<file path="config.mk">
export PLATFORM = sky130hd
export DESIGN_NAME = i2c_master_burst
export DESIGN_NICKNAME = d
export VERILOG_FILES = /design/src/rtl/i2c_master_burst.sv
export SDC_FILE = /design/constraint.sdc
export NUM_CORES = 1
export LEC_CHECK = 0
export CORE_MARGIN = 2
export CORE_UTILIZATION = 40
export DETAILED_ROUTE_END_ITERATION = 10
export PLACE_DENSITY = 0.72
export SLEW_MARGIN = 10
export SYNTH_ARGS = -nofsm -noshare
export SYNTH_HDL_FRONTEND = slang
export SYNTH_SLANG_ARGS = --single-unit
</file>
<file path="constraint.sdc">
create_clock -name clk -period 1.9 [get_ports clk]
set_input_delay 0.475 -clock clk [delete_from_list [all_inputs] [get_ports clk]]
set_output_delay 0.475 -clock clk [all_outputs]
set_load 0.02 [all_outputs]
</file>
<file path="src/rtl/i2c_master_burst.sv">
// I2C master: START, 7-bit address + R/W, N-byte burst read or write, STOP, with ACK/NACK sensing.
// Define I2C_CLK_STRETCH_EN to let a slave hold SCL low and stall the high phase of a bit slot.
module i2c_master_burst #(
  parameter int unsigned CLK_DIV = 4,
  parameter int unsigned CNT_W   = 3
) (
  input  logic             clk,
  input  logic             rst,
  input  logic             start,
  input  logic             rw,
  input  logic [6:0]       slave_addr,
  input  logic [CNT_W-1:0] nbytes,
  input  logic [7:0]       wr_data,
  output logic             wr_ready,
  output logic [7:0]       rd_data,
  output logic             rd_valid,
  output logic             busy,
  output logic             done,
  output logic             nack,
  output logic [2:0]       state,
  output logic             scl,
  output logic             sda_out,
  input  logic             sda_in,
  input  logic             scl_in
);

  localparam int unsigned DivW = (CLK_DIV > 2) ? $clog2(CLK_DIV) : 1;

  typedef enum logic [2:0] {
    StIdle  = 3'd0,
    StStart = 3'd1,
    StAddr  = 3'd2,
    StAack  = 3'd3,
    StWrite = 3'd4,
    StRead  = 3'd5,
    StDack  = 3'd6,
    StStop  = 3'd7
  } state_e;

  state_e           state_q, state_d;
  logic [DivW-1:0]  div_q, div_d;
  logic [1:0]       phase_q, phase_d;
  logic [2:0]       bit_q, bit_d;
  logic [CNT_W-1:0] cnt_q, cnt_d;
  logic [7:0]       tx_q, tx_d;
  logic [7:0]       rx_q, rx_d;
  logic [7:0]       rd_data_q, rd_data_d;
  logic [6:0]       addr_q, addr_d;
  logic             rw_q, rw_d;
  logic             samp_q, samp_d;
  logic             busy_q, busy_d;
  logic             done_q, done_d;
  logic             nack_q, nack_d;
  logic             wr_ready_q, wr_ready_d;
  logic             rd_valid_q, rd_valid_d;
  logic             scl_q, scl_d;
  logic             sda_q, sda_d;

  logic tick, hold, adv, slot_end, sample, more_bytes;

`ifdef I2C_CLK_STRETCH_EN
  // Only a stretch once we have released SCL counts; the output flop lags the phase by a clock.
  assign hold = (phase_q == 2'd2) && scl_q && !scl_in;
`else
  logic unused_scl_in;
  assign unused_scl_in = scl_in;
  assign hold          = 1'b0;
`endif

  assign tick       = (div_q == DivW'(CLK_DIV - 1));
  assign adv        = tick && !hold;
  assign slot_end   = adv && (phase_q == 2'd3);
  assign sample     = adv && (phase_q == 2'd1);
  assign more_bytes = (cnt_q > CNT_W'(1));

  always_comb begin
    state_d    = state_q;
    div_d      = div_q;
    phase_d    = phase_q;
    bit_d      = bit_q;
    cnt_d      = cnt_q;
    tx_d       = tx_q;
    rx_d       = rx_q;
    rd_data_d  = rd_data_q;
    addr_d     = addr_q;
    rw_d       = rw_q;
    samp_d     = samp_q;
    busy_d     = busy_q;
    nack_d     = nack_q;
    done_d     = 1'b0;
    wr_ready_d = 1'b0;
    rd_valid_d = 1'b0;

    if (state_q == StIdle) begin
      div_d   = '0;
      phase_d = 2'd0;
      if (start) begin
        addr_d  = slave_addr;
        rw_d    = rw;
        cnt_d   = (nbytes == '0) ? CNT_W'(1) : nbytes;
        busy_d  = 1'b1;
        nack_d  = 1'b0;
        state_d = StStart;
      end
    end else if (!hold) begin
      div_d = tick ? '0 : div_q + DivW'(1);
      if (tick) phase_d = phase_q + 2'd1;
    end

    if (sample) begin
      samp_d = sda_in;
      if (state_q == StRead) begin
        rx_d = {rx_q[6:0], sda_in};
        if (bit_q == 3'd7) begin
          rd_data_d  = {rx_q[6:0], sda_in};
          rd_valid_d = 1'b1;
        end
      end
    end

    if (slot_end) begin
      unique case (state_q)
        StStart: begin
          state_d = StAddr;
          bit_d   = 3'd0;
          tx_d    = {addr_q, rw_q};
        end
        StAddr: begin
          if (bit_q == 3'd7) state_d = StAack;
          else bit_d = bit_q + 3'd1;
        end
        StAack: begin
          bit_d = 3'd0;
          if (samp_q) begin
            nack_d  = 1'b1;
            state_d = StStop;
          end else if (rw_q) begin
            state_d = StRead;
          end else begin
            state_d    = StWrite;
            tx_d       = wr_data;
            wr_ready_d = 1'b1;
          end
        end
        StWrite, StRead: begin
          if (bit_q == 3'd7) state_d = StDack;
          else bit_d = bit_q + 3'd1;
        end
        StDack: begin
          bit_d = 3'd0;
          if (!rw_q && samp_q) begin
            nack_d  = 1'b1;
            state_d = StStop;
          end else if (more_bytes) begin
            cnt_d = cnt_q - CNT_W'(1);
            if (rw_q) begin
              state_d = StRead;
            end else begin
              state_d    = StWrite;
              tx_d       = wr_data;
              wr_ready_d = 1'b1;
            end
          end else begin
            state_d = StStop;
          end
        end
        StStop: begin
          state_d = StIdle;
          busy_d  = 1'b0;
          done_d  = 1'b1;
        end
        default: state_d = StIdle;
      endcase
    end
  end

  // Line levels are decoded from the current slot/phase and registered so the pads never glitch.
  always_comb begin
    scl_d = 1'b1;
    sda_d = 1'b1;
    unique case (state_q)
      StIdle: begin
        scl_d = 1'b1;
        sda_d = 1'b1;
      end
      StStart: begin
        scl_d = (phase_q != 2'd3);
        sda_d = (phase_q == 2'd0);
      end
      StAddr, StWrite: begin
        scl_d = phase_q[1];
        sda_d = tx_q[3'd7 - bit_q];
      end
      StAack, StRead: begin
        scl_d = phase_q[1];
        sda_d = 1'b1;
      end
      StDack: begin
        scl_d = phase_q[1];
        sda_d = rw_q ? !more_bytes : 1'b1;
      end
      StStop: begin
        scl_d = (phase_q != 2'd0);
        sda_d = (phase_q == 2'd3);
      end
      default: begin
        scl_d = 1'b1;
        sda_d = 1'b1;
      end
    endcase
  end

  always_ff @(posedge clk) begin
    if (!rst) begin
      state_q    <= StIdle;
      div_q      <= '0;
      phase_q    <= 2'd0;
      bit_q      <= 3'd0;
      cnt_q      <= '0;
      tx_q       <= 8'h00;
      rx_q       <= 8'h00;
      rd_data_q  <= 8'h00;
      addr_q     <= 7'h00;
      rw_q       <= 1'b0;
      samp_q     <= 1'b1;
      busy_q     <= 1'b0;
      done_q     <= 1'b0;
      nack_q     <= 1'b0;
      wr_ready_q <= 1'b0;
      rd_valid_q <= 1'b0;
      scl_q      <= 1'b1;
      sda_q      <= 1'b1;
    end else begin
      state_q    <= state_d;
      div_q      <= div_d;
      phase_q    <= phase_d;
      bit_q      <= bit_d;
      cnt_q      <= cnt_d;
      tx_q       <= tx_d;
      rx_q       <= rx_d;
      rd_data_q  <= rd_data_d;
      addr_q     <= addr_d;
      rw_q       <= rw_d;
      samp_q     <= samp_d;
      busy_q     <= busy_d;
      done_q     <= done_d;
      nack_q     <= nack_d;
      wr_ready_q <= wr_ready_d;
      rd_valid_q <= rd_valid_d;
      scl_q      <= scl_d;
      sda_q      <= sda_d;
    end
  end

  assign wr_ready = wr_ready_q;
  assign rd_data  = rd_data_q;
  assign rd_valid = rd_valid_q;
  assign busy     = busy_q;
  assign done     = done_q;
  assign nack     = nack_q;
  assign state    = state_q;
  assign scl      = scl_q;
  assign sda_out  = sda_q;

endmodule

</file>
### Word-level counts from Yosys, hierarchy flattened

Cells that the tools add are included.

| cells by class | value |
|---|---|
| $add $sub $neg | 5 |
| multiply operators | 0 |
| div/mod/pow operators | 0 |
| order comparisons | 2 |
| eq/ne operators | 16 |
| shift-type cells | 0 |
| muxes and demuxes | 46 |
| bitwise logic cells | 1 |
| reduce and logical (&&, ||, !) cells | 26 |

Operator list:

| cell | number |
|---|---|
| $mux 3 | 15 |
| $mux 8 | 4 |
| $pmux 8 s3 | 1 |
| $mux 1 | 18 |
| $eq 3x3->1 const B | 5 |
| $pmux 3 s5 | 1 |
| $reduce_or 3->1 | 4 |
| $ne 2x2->1 const B | 5 |
| $reduce_and 3->1 | 3 |
| $eq 3x2->1 const B | 2 |
| $logic_not 3->1 | 2 |
| $pmux 3 s2 | 1 |
| $reduce_and 2->1 | 3 |
| $reduce_or 2->1 | 3 |
| $pmux 1 s5 | 1 |
| $reduce_and 5->1 | 1 |
| $reduce_or 5->1 | 1 |
| $add 2x1->2 const B | 2 |
| $eq 2x2->1 const B | 2 |
| $lt 3x4->1 const B | 1 |
| $pmux 1 s2 | 2 |
| $pmux 1 s4 | 1 |
| $reduce_bool 2->1 | 2 |
| $add 3x1->3 const B | 1 |
| 12 further kinds | 15 |

| word-level totals | value |
|---|---|
| register bits | 52 |
| bits in latches | 0 |
| memory bits (writable) | 0 |
| memory bits (read-only) | 0 |
| input port bits | 24 |
| output and inout port bits | 18 |
| logic and storage cells | 114 |
| memories kept | 0 |

### Depth between registers and ports, before layout

| depth | value |
|---|---|
| depth in word-level cells | 8 |
| gate-level depth with buffers | 7 |
| gate-level depth less buffers | 6 |

### Worst setup path after synthesis

Ideal clock, no wire load.

| timing | value |
|---|---|
| kind | register -> register |
| from | register state_q[0], in the netlist state[0] |
| to | register rd_data_q[6], in the netlist rd_data[6] |
| library setup time | 0.128 ns |
| arrival | 1.615 ns |
| data required time | 1.772 ns |
| setup slack | 0.157 ns |
| cell stages (with the launch flop) | 6 |
| path buffers | 1 |
| clock period less this slack | 1.743 ns |
| path through | dfxtp_1 -> buf_2 -> nand2_2 -> nor4_4 -> mux2i_1 -> nor2_1 |

| on the way | value |
|---|---|
| word-level cells in the longest chain between the ends | 2 |

RTL lines:

| item | RTL line | text |
|---|---|---|
| start: declaration | 40 | `state_e state_q, state_d;` |
| start signal: assignment | 215 | `state_q <= StIdle;` |
| start signal: assignment | 234 | `state_q <= state_d;` |
| $eq 3x3->1 | 112 | `if (state_q == StRead) begin` |
| $reduce_and 3->1 (no line) | -- |  |
| end signal: assignment | 241 | `rd_data_q <= rd_data_d;` |
| end: declaration | 47 | `logic [7:0] rd_data_q, rd_data_d;` |

No other way between the ends.
A chain may end at the register's enable or synchronous reset.

### Worst setup path in the final report

| timing | value |
|---|---|
| from | register state_q[2], in the netlist state[2] |
| to | output port state[2] |

RTL lines:

| item | RTL line | text |
|---|---|---|
| end: declaration | 20 | `output logic [2:0] state,` |

No word-level cell between the ends.

==> results.cfg <==
[floorplanning]
die_w_um = 84.8
core_area_um2 = 6310
initial_core_util_pct = 41.4
die_h_um = 84.8
row_count = 29
ios = 42
die-area_um2 = 7190

[clock_tree]
cts_hold_buf = 0
cts-root-buf = clkbuf_8
clkTransAtPathRegs_ns = 0.10
htreeDepth = 2
cts_buffers = 5
clk_latency_ns = 0.31
clock_sinks = 52
cts_tree = yes
clk_path_buf_depth = 2

[sta]
tns_ns = 0
hold_viol_final = 0
skew_ns = 0.0105
grt_setup_unrepaired = false
maxSlewViolCount = 0
slew_headroom_pct = 67.1
period_share_pct = 98.0
worst_pin_slew_ns = 0.481
setup_viol = 0
fmax_mhz = 537
min_period_ns = 1.86

[setup_path]
worst-path-buf-inv = 1
cp.required_ns = 1.42
critical-path-slowest-cell = clkdlybuf4s50_1
critPathTopFamily = buffers and inverters
slowest_delay_ns = 0.63
cp.arrival_ns = 1.39
path_cells = clkdlybuf4s50_1
crit_fanout = 8
crit_type = flip-flop to output port
cp-start-kind = flip-flop
critPathCaptureType = output port

[place]
port_buffers = 40
hpwl_mm = 4.19
globalplace.congestion = 0.891

[routing]
vias = 2236
route.final.wire_length_mm = 5.68
wl_per_cell_um = 13.5
drc = 0
routed_via_density = 5.31
dr.pass1.iters = 4
final_antenna_net_count = 0
drt-initial-drc-count = 161

[synth]
synth_seq_cells = 52
synth_compound_area_share_pct = 17.3
yosysTopAreaCell = dfxtp_1
synth.most_common_cell = dfxtp_1
synthAdderAreaFrac_pct = 3.83
yosysUniqueCellTypes = 52
synth_area_leaders = dfxtp_1, mux2i_1, a21oi_1, nand2_1, nor2_1
synthXorXnorAreaFrac_pct = 1.63
synthMuxAreaShare_pct = 12.0
async_reset_ff_share_pct = 0
synth_top_area_share_pct = 39.9
yosys_warnings = 0
syn-num-nets = 327
synth_edf_count = 0
synth-simple-area-share_pct = 19.1
syn_avg_cell_area_um2 = 8.85
ys_seq_area_share_pct = 39.9
synth_top_family_by_area = simple AND/OR/NAND/NOR gates
syn-instance-count = 295
ys.flop_type = dfxtp_1
synth_commonest_cells = dfxtp_1, nand2_1, a21oi_1
synth.cell_area_um2 = 2610

[layout]
area_delta_synth_final_pct = 27.1
finish.utilization_pct = 52.6
diodes = 0
final_layout_size_suffix_gt1_share_pct = 14.0
layout.nets = 375

[global_route]
antenna_found_initial = 0
track_usage_pct = 16.6
grt_overflow_total = 0
grt_max_degree = 23
grt_pass1_wl_mm = 9.83
grt_pass1_vias = 2189

[power_and_ir_drop]
powerDensity_nw_per_um2 = 601
ir_drop_uv = 290
p_leak_uw = 0.00128

[worst_hold_path]
min-delay-path-class = flip-flop to flip-flop

[run]
max_cap_violations = 0

[status]
status = complete, no violations
## cell families (layout without fill, tap and decap cells)
logic type | count (synthesis) | count (layout)
buf+inv | 39 | 88
compound gates | 64 | 64
xor+xnor | 4 | 4
mux | 28 | 28
simple gates | 100 | 100
flops | 52 | 52
fa+ha+maj | 8 | 8
## final cells by class
class                           instances  area (um2)
Multi-Input combinational cell        204        1420
Inverter                               18        67.6
Clock buffer                            5        68.8
Sequential cell                        52        1050
Clock inverter                          3        26.3
Fill cell                             590        2990
Tap cell                               77        96.3
Timing Repair Buffer                   62         592
## layer usage
metal / GRT usage (%) / vias up / part of all wire (%)
li1: - / 1133 / -
met1: 21.7 / 1023 / 47
met2: 27.2 / 68 / 46
met3: 3.15 / 12 / 4.8
met4: 6.20 / 0 / 2.0
met5: 0 / - / 0
## report_power, final
part           internal (uW)  switching (uW)
registers               1110            17.3
clock network            272             395
logic                    105            98.3
total                   1490             510
## final timing paths
path | depth (start not counted) | slack, ns | from | end
min | 1 | 0.43 | div_q[0] | div_q[0]
max | 1 | 0.04 | state[2] | state[2]
min reg2reg | 1 | 0.43 | div_q[0] | div_q[0]
max reg2reg | 4 | 0.09 | bit_q[0] | sda_out
## flip-flops by register name, summed over array words and instances, names as in the netlist
signal	count
tx_q	8
addr_q	7
state	3
wr_ready	1
rd_data	8
scl	1
samp_q	1
div_q	2
rw_q	1
phase_q	2
rx_q	7
rd_valid	1
bit_q	3
nack	1
sda_out	1
cnt_q	3
done	1
busy	1
## repair_timing
action                                 in CTS  in global routing
resized for setup                           4                  7
endpoints found under the hold margin       0                  0
setup buffers                               0                  0
cloned                                      0                  0
setup endpoints to repair                   4                  8
## stage by stage
| step | instances | total power, uW | hold slack (ns) | area, um2 | setup slack, ns |
|---|---|---|---|---|---|
| after floorplan | 295 | 1260 | 0.404 | 2610 | 0.157 |
| final | 421 | 2000 | 0.428 | 3320 | 0.0377 |
| after detailed placement | 413 | 1350 | 0.418 | 3200 | 0.0404 |
| after global routing | 421 | 2080 | 0.464 | 3320 | 0.00223 |
| after global placement | 413 | 1350 | 0.414 | 3200 | 0.0593 |
| after CTS | 421 | 2010 | 0.433 | 3300 | 0.0247 |
## cell usage in the layout, fill, tap and decap left out, types with 2 or more instances in the layout
cell / n
o31ai_1: 3
dfxtp_2: 4
inv_6: 2
xnor2_1: 2
a211oi_1: 3
nand3_1: 7
nor2_1: 27
inv_1: 18
or3_1: 2
o21ai_0: 2
buf_12: 2
a31oi_1: 2
nand3b_1: 2
nor2b_1: 3
clkdlybuf4s50_1: 38
buf_4: 20
ha_1: 7
or4_1: 4
clkbuf_8: 5
nor3_1: 3
a311o_1: 8
nand2_1: 36
dfxtp_1: 48
mux4_1: 2
nand2b_1: 4
o221ai_1: 2
mux2i_1: 26
a21oi_1: 29
Power figures use the tool's default switching activity.
